### config.mk
export PLATFORM = sky130hd
export DESIGN_NAME = phase_controller_flat
export DESIGN_NICKNAME = d
export VERILOG_FILES = /design/src/rtl/phase_controller_pkg.sv /design/src/rtl/phase_controller_if.sv /design/src/rtl/phase_controller_arbiter.sv /design/src/rtl/phase_controller.sv /design/src/flat_wrapper.sv
export SDC_FILE = /design/constraint.sdc
export NUM_CORES = 1
export LEC_CHECK = 0
export ABC_CLOCK_PERIOD_IN_PS = 5600
export BUFFER_PORTS_ARGS = -buffer_cell sky130_fd_sc_hd__buf_2
export CAP_MARGIN = 20
export CORE_UTILIZATION = 40
export CTS_CLUSTER_DIAMETER = 150
export DETAILED_ROUTE_END_ITERATION = 8
export PLACE_DENSITY_LB_ADDON = 0.15
export SLEW_MARGIN = 40
export SYNTH_ARGS = -nofsm -noshare
export SYNTH_HDL_FRONTEND = slang
export SYNTH_SLANG_ARGS = --single-unit
### constraint.sdc
create_clock -name Clock -period 5.6 [get_ports Clock]
set_input_delay 0.28 -clock Clock [delete_from_list [all_inputs] [get_ports Clock]]
set_output_delay 0.28 -clock Clock [all_outputs]
set_load 0.02 [all_outputs]
### src/rtl/phase_controller_pkg.sv
// Shared types for the traffic-signal phase controller: lamp encodings and FSM states.
package tl_pkg;

  typedef enum logic [1:0] {
    L_OFF    = 2'b00,
    L_GREEN  = 2'b01,
    L_YELLOW = 2'b10,
    L_RED    = 2'b11
  } light_t;

  typedef enum logic [1:0] {
    S_FLASH,
    S_ALLRED,
    S_GREEN,
    S_YELLOW
  } ctl_state_t;

endpackage

### src/rtl/phase_controller_if.sv
// Sensor/lamp bundle between the intersection sensors, the controller and the lamp drivers.
interface phase_controller_if #(
  parameter int NPHASE = 3,
  parameter int CW     = 8
);
  localparam int PW = $clog2(NPHASE);

  logic [NPHASE-1:0]    sensor;
  logic [NPHASE*CW-1:0] max_green;
  logic                 flash_req;
  logic [2*NPHASE-1:0]  light;
  logic [PW-1:0]        active_phase;
  logic                 phase_done;

  modport master (
    output sensor, max_green, flash_req,
    input  light, active_phase, phase_done
  );

  modport slave (
    input  sensor, max_green, flash_req,
    output light, active_phase, phase_done
  );
endinterface

### src/rtl/phase_controller_arbiter.sv
// Rotating-priority demand arbiter: picks the first waiting phase after cur, wrapping around.
module phase_arbiter #(
  parameter int NPHASE = 3,
  parameter int PW     = $clog2(NPHASE)
) (
  input  logic [NPHASE-1:0] sensor_i,
  input  logic [PW-1:0]     cur_i,
  output logic [PW-1:0]     next_phase_o,
  output logic              other_demand_o
);

  localparam logic [PW:0] NP_W = (PW+1)'(NPHASE);

  logic [PW:0] idx;

  // Scan from the farthest candidate down so the nearest waiting phase is the last to win.
  always_comb begin
    // NOTE: every output gets a default before any conditional assignment, otherwise a latch is inferred.
    next_phase_o   = cur_i;
    other_demand_o = 1'b0;
    idx            = '0;
    for (int k = NPHASE - 1; k >= 1; k--) begin
      idx = {1'b0, cur_i} + (PW+1)'(k);
      if (idx >= NP_W) idx = idx - NP_W;
      if (sensor_i[idx[PW-1:0]]) begin
        next_phase_o   = idx[PW-1:0];
        other_demand_o = 1'b1;
      end
    end
  end

endmodule

### src/rtl/phase_controller.sv
// Sensor-actuated signal controller: FLASH -> ALLRED -> GREEN -> YELLOW cycling over NPHASE
// mutually exclusive phases with min/max green, gap-out, round-robin service and flash override.
module phase_controller
  import tl_pkg::*;
#(
  parameter int NPHASE    = 3,
  parameter int CW        = 8,
  parameter int MIN_GREEN = 5,
  parameter int YELLOW_T  = 3,
  parameter int ALLRED_T  = 1,
  parameter int FLASH_T   = 2
) (
  input  logic             Clock,
  input  logic             reset,
  phase_controller_if.slave bus
);

  localparam int PW = $clog2(NPHASE);
  localparam int TW = CW + 1;

  localparam logic [TW-1:0] MIN_W    = TW'(MIN_GREEN);
  localparam logic [TW-1:0] YELLOW_W = TW'(YELLOW_T);
  localparam logic [TW-1:0] ALLRED_W = TW'(ALLRED_T);
  localparam logic [TW-1:0] FLASH_W  = TW'(FLASH_T);

  ctl_state_t    state_q, state_d;
  logic [CW-1:0] timer_q, timer_d;
  logic [PW-1:0] cur_q, cur_d;
  logic [PW-1:0] next_q, next_d;
  logic          done_q, done_d;

  logic [CW-1:0] mg [NPHASE];
  logic [PW-1:0] arb_next;
  logic          other;
  logic [TW-1:0] timer_inc;
  logic [TW-1:0] eff_max;
  logic          max_out;
  logic          gap_out;
  light_t        lamp [NPHASE];

  for (genvar p = 0; p < NPHASE; p++) begin : g_field
    assign mg[p]                 = bus.max_green[p*CW +: CW];
    assign bus.light[2*p +: 2]   = lamp[p];
  end

  phase_arbiter #(
    .NPHASE (NPHASE),
    .PW     (PW)
  ) u_arb (
    .sensor_i       (bus.sensor),
    .cur_i          (cur_q),
    .next_phase_o   (arb_next),
    .other_demand_o (other)
  );

  // timer_inc is "cycles spent once this cycle completes"; one bit wider so it never wraps.
  always_comb begin
    timer_inc = {1'b0, timer_q} + TW'(1);
    eff_max   = ({1'b0, mg[cur_q]} > MIN_W) ? {1'b0, mg[cur_q]} : MIN_W;
    max_out   = timer_inc >= eff_max;
    gap_out   = (timer_inc >= MIN_W) && !bus.sensor[cur_q];
  end

  always_comb begin
    state_d = state_q;
    cur_d   = cur_q;
    next_d  = next_q;
    done_d  = 1'b0;
    timer_d = (&timer_q) ? timer_q : timer_q + CW'(1);

    if (bus.flash_req) begin
      state_d = S_FLASH;
      timer_d = '0;
    end else begin
      unique case (state_q)
        S_FLASH: begin
          if (timer_inc >= FLASH_W) begin
            cur_d   = '0;
            next_d  = '0;
            timer_d = '0;
            state_d = (ALLRED_T == 0) ? S_GREEN : S_ALLRED;
          end
        end
        S_ALLRED: begin
          if (timer_inc >= ALLRED_W) begin
            state_d = S_GREEN;
            cur_d   = next_q;
            timer_d = '0;
          end
        end
        S_GREEN: begin
          if (other && (max_out || gap_out)) begin
            state_d = S_YELLOW;
            next_d  = arb_next;
            timer_d = '0;
          end
        end
        S_YELLOW: begin
          if (timer_inc >= YELLOW_W) begin
            done_d  = 1'b1;
            timer_d = '0;
            if (ALLRED_T == 0) begin
              state_d = S_GREEN;
              cur_d   = next_q;
            end else begin
              state_d = S_ALLRED;
            end
          end
        end
        default: state_d = S_FLASH;
      endcase
    end
  end

  always_ff @(posedge Clock or negedge reset) begin
    if (!reset) begin
      state_q <= S_FLASH;
      timer_q <= '0;
      cur_q   <= '0;
      next_q  <= '0;
      done_q  <= 1'b0;
    end else begin
      // NOTE: non-blocking assignments so every register samples the pre-edge values of the others.
      state_q <= state_d;
      timer_q <= timer_d;
      cur_q   <= cur_d;
      next_q  <= next_d;
      done_q  <= done_d;
    end
  end

  // Lamps are a pure decode of state_q/cur_q, so they glitch only when those registers change.
  always_comb begin
    for (int p = 0; p < NPHASE; p++) begin
      lamp[p] = L_RED;
      if (state_q == S_FLASH) begin
        lamp[p] = L_OFF;
      end else if (cur_q == PW'(p)) begin
        if (state_q == S_GREEN)  lamp[p] = L_GREEN;
        if (state_q == S_YELLOW) lamp[p] = L_YELLOW;
      end
    end
  end

  assign bus.active_phase = (state_q == S_FLASH) ? '0 : cur_q;
  assign bus.phase_done   = done_q;

endmodule

### src/flat_wrapper.sv
// flat-port wrapper written by rule: the top's interface ports become plain ports
module phase_controller_flat import tl_pkg::*;
#(
  parameter int NPHASE    = 3,
  parameter int CW        = 8,
  parameter int MIN_GREEN = 5,
  parameter int YELLOW_T  = 3,
  parameter int ALLRED_T  = 1,
  parameter int FLASH_T   = 2
)
  (Clock, reset, bus_sensor, bus_max_green, bus_flash_req, bus_light, bus_active_phase, bus_phase_done);
  phase_controller_if #(.NPHASE(NPHASE), .CW(CW)) bus_i ();
  input  logic Clock;
  input  logic reset;
  input wire logic [$bits(bus_i.sensor)-1:0] bus_sensor;
  input wire logic [$bits(bus_i.max_green)-1:0] bus_max_green;
  input wire logic [$bits(bus_i.flash_req)-1:0] bus_flash_req;
  output wire logic [$bits(bus_i.light)-1:0] bus_light;
  output wire logic [$bits(bus_i.active_phase)-1:0] bus_active_phase;
  output wire logic [$bits(bus_i.phase_done)-1:0] bus_phase_done;
  assign bus_i.sensor = bus_sensor;
  assign bus_i.max_green = bus_max_green;
  assign bus_i.flash_req = bus_flash_req;
  assign bus_light = bus_i.light;
  assign bus_active_phase = bus_i.active_phase;
  assign bus_phase_done = bus_i.phase_done;
  phase_controller #(.NPHASE(NPHASE), .CW(CW), .MIN_GREEN(MIN_GREEN), .YELLOW_T(YELLOW_T), .ALLRED_T(ALLRED_T), .FLASH_T(FLASH_T)) u_core (.Clock(Clock), .reset(reset), .bus(bus_i));
endmodule
==> flow_summary.ini <==
[final_layout]
n_fill_cell = 368
mostFrequentLayoutCell = buf_2
layout_common_cells = buf_2, nor2_1, a21oi_1, ha_1, dfrtp_1
regArea_um2 = 375
drive_above_1_share_pct = 22.9
final_nets = 284
syn2layout_area_growth_pct = 17.5
stdcell_area_mm2 = 0.00191
multi_input_area_mm2 = 0.00120
antenna_cells = 0

[grt]
grt_pass1_vias = 1269
grt_pass1_wl_um = 5780
grt_max_degree = 16
grt-ovfl-total = 0
antenna_found_initial = 0
grt_usage_pct = 17.2

[worst_hold_path]
holdCritPathClass = in -> reg
hold_end = u_core.state_q[0]
min_from = bus_flash_req
whs_path_depth = 2

[sta]
clock_skew_ns = 0.00139
setup_viol_count_final = 0
fin_crit_ns = 3.43
setup_tns_ns = 0
timing.final.crit_share_pct = 61.3
slew_headroom_pct = 59.9
timing.hold.ws_ns = 0.314
hold_viol_final = 0
rsz0062_at_grt = false
worstMarginPinSlew_ns = 0.602
finalMaxSlewViolations = 0
max_clock_freq_mhz = 291

[worst_setup_path]
crit-reg2reg-capture = u_core.next_q[0]
critical-path-max-stage-delay_ns = 0.60
worstSetupEndpointType = register
setup.worst_path.start_class = register
cpMostUsedCell = a21oi_1
reg2regPathDepth = 14
arrival_ns = 3.56
r2r_slack_ns = 2.17
path_cells = nor2b_1, a21oi_1, nand2_1, a21oi_1, nand4_1, o211ai_1, ha_1, nand2b_1, a21o_1, a21oi_1, o31ai_1, o21ai_2, nor4_4, mux2_1
required_ns = 5.73
path_max_fanout = 14
critPathSlowestCell = dfrtp_1
critPathKind = reg -> reg
r2r_start = u_core.cur_q[0]

[run]
cap_viol_max_count = 0

[clock_network]
cts_tree = yes
htreeDepth = 1
clock-sinks = 15
clkSlewWorstSetupHoldPaths_ns = 0.06
post_cts_buffers = 0
clockRootBuffer = clkbuf_8
clockBufferDepth = 2
clk_latency_ns = 0.25
numCtsBuffers = 3

[yosys]
syn_nets = 245
synth_async_sr_flop_share_pct = 100
synth_fa_ha_area_share_pct = 16.9
yosysUniqueCellTypes = 42
yosysWarnings = 0
synthMuxAreaShare_pct = 10.9
synth_compound_area_share_pct = 16.6
synthSimpleGateAreaFrac_pct = 25.6
synth_edf_count = 0
synth_xor_area_share_pct = 3.77
syn_area_mm2 = 0.00163
synth-main-ff-cell = dfrtp_1
ys_seq_area_share_pct = 23.1
synth_top_family_by_area = simple AND/OR/NAND/NOR gates
syn_area_per_cell_um2 = 8.43
ys_ff_latch = 15
syn_inst = 193

[placed_design]
gp_congestion = 0.781
hpwl_um = 2810
portBuffers = 38
placed_area_mm2 = 0.00186

[die]
die_y_um = 65.8
io_pins = 39
rows = 22
fp.dieW_um = 65.8
coreArea_mm2 = 0.00377
dieArea_mm2 = 0.00433
initial_core_util_pct = 43.1

[routing]
drc_errors = 0
wirelength_um = 3540
wl_met1_um = 1850
wl_met2_um = 1450
final_antenna_net_count = 0
highest_layer = met4
vias = 1482
drt-initial-drc-count = 56
drt_pass1_iterations = 4
viasPerCell = 5.31
wl_per_cell_um = 12.7
route.met3.wl_um = 200

[outcome]
status = finished clean

[power]
power.density_mw_per_mm2 = 283
ir_drop_v = 0.000121
finalPower_mw = 0.542
p_leak_nw = 0.914
[cells in the mapped netlist, types with 2 or more instances]
cell      instances  area (um^2)
mux2i_1          14          140
nor2b_1           2         12.5
a21oi_1          22          110
nand2_1          14         52.6
inv_1             8         30.0
or3_1             2         12.5
dfrtp_1          15          375
and3_4            3         33.8
clkbuf_1          4         15.0
and3_1            3         18.8
xor2_1            4         35.0
nor4b_1           2         17.5
o31ai_1           2         15.0
nand2b_1          3         18.8
o21ai_0          11         55.1
xnor2_1           3         26.3
or3b_1            2         17.5
a211oi_1          3         22.5
nand3_1           7         35.0
mux2_1            2         22.5
ha_1             22          275
nor2_1           25         93.8
[through the flow]
step / util [%] / cells / setup WS (ns)
CTS: 50.7 / 279 / 2.13
detailed placement: 49.2 / 274 / 2.15
floorplan: - / 193 / 2.62
global placement: 49.2 / 274 / 2.22
finish: 50.7 / 279 / 2.17
global route: 50.7 / 279 / 1.73
[registers in the layout, summed over array words and instances (netlist names)]
signal,flops
u_core.bus.phase_done,1
u_core.cur_q,2
u_core.state_q,2
u_core.timer_q,8
u_core.next_q,2
[worst max-delay path: cells and delay by family (launching register included)]
kind            cells  cell delay [ns]
simple gates        5             1.15
flops               1             0.60
fa+ha+maj           1             0.28
compound gates      7             0.94
mux                 1             0.35
[routing by layer]
metal  global-route usage [%]  vias up
met5                        0        -
met4                     5.71        0
met3                     2.59        5
met2                     25.0       41
met1                     25.5      672
li1                         -      764
[report_power, final]
group	total [mW]	internal (mW)	switching [mW]
clock network	0.0878	0.0504	0.0373
logic	0.311	0.129	0.182
registers	0.143	0.123	0.0202
total	0.542	0.302	0.239
[how the worst max path moves through the flow]
stage / startpoint / to / slack (ns)
6_report: u_core.cur_q[0] / u_core.next_q[0] / 2.17
5_1_grt: u_core.cur_q[0] / u_core.next_q[0] / 1.73
4_1_cts: u_core.cur_q[0] / u_core.next_q[0] / 2.13
3_5_place_dp: u_core.cur_q[0] / u_core.next_q[0] / 2.15
3_3_place_gp: u_core.cur_q[0] / u_core.next_q[1] / 2.22
2_1_floorplan: u_core.cur_q[0] / u_core.next_q[0] / 2.62
[repair_timing]
action | CTS | global route
hold buffers | 1 | 0
gates resized for setup | 0 | 0
hold endpoints to repair | 15 | 0
[cell families after synthesis]
family,after synthesis
adder cells (fa/ha/maj),22
multiplexers,17
flip-flops,15
AND/OR/NAND/NOR,73
AO/OA/AOI/OAI,46
buffers and inverters,13
XOR/XNOR,7
[final cells by class]
| cell class | instances | share of cell area, % |
|---|---|---|
| flip-flops and latches | 15 | 19.6 |
| inverters | 8 | 1.57 |
| repair buffers | 39 | 10.5 |
| clock buffers | 4 | 2.36 |
| well taps | 48 | 3.14 |
| multi-input cells | 165 | 62.8 |
(Power assumes the default switching activity.)
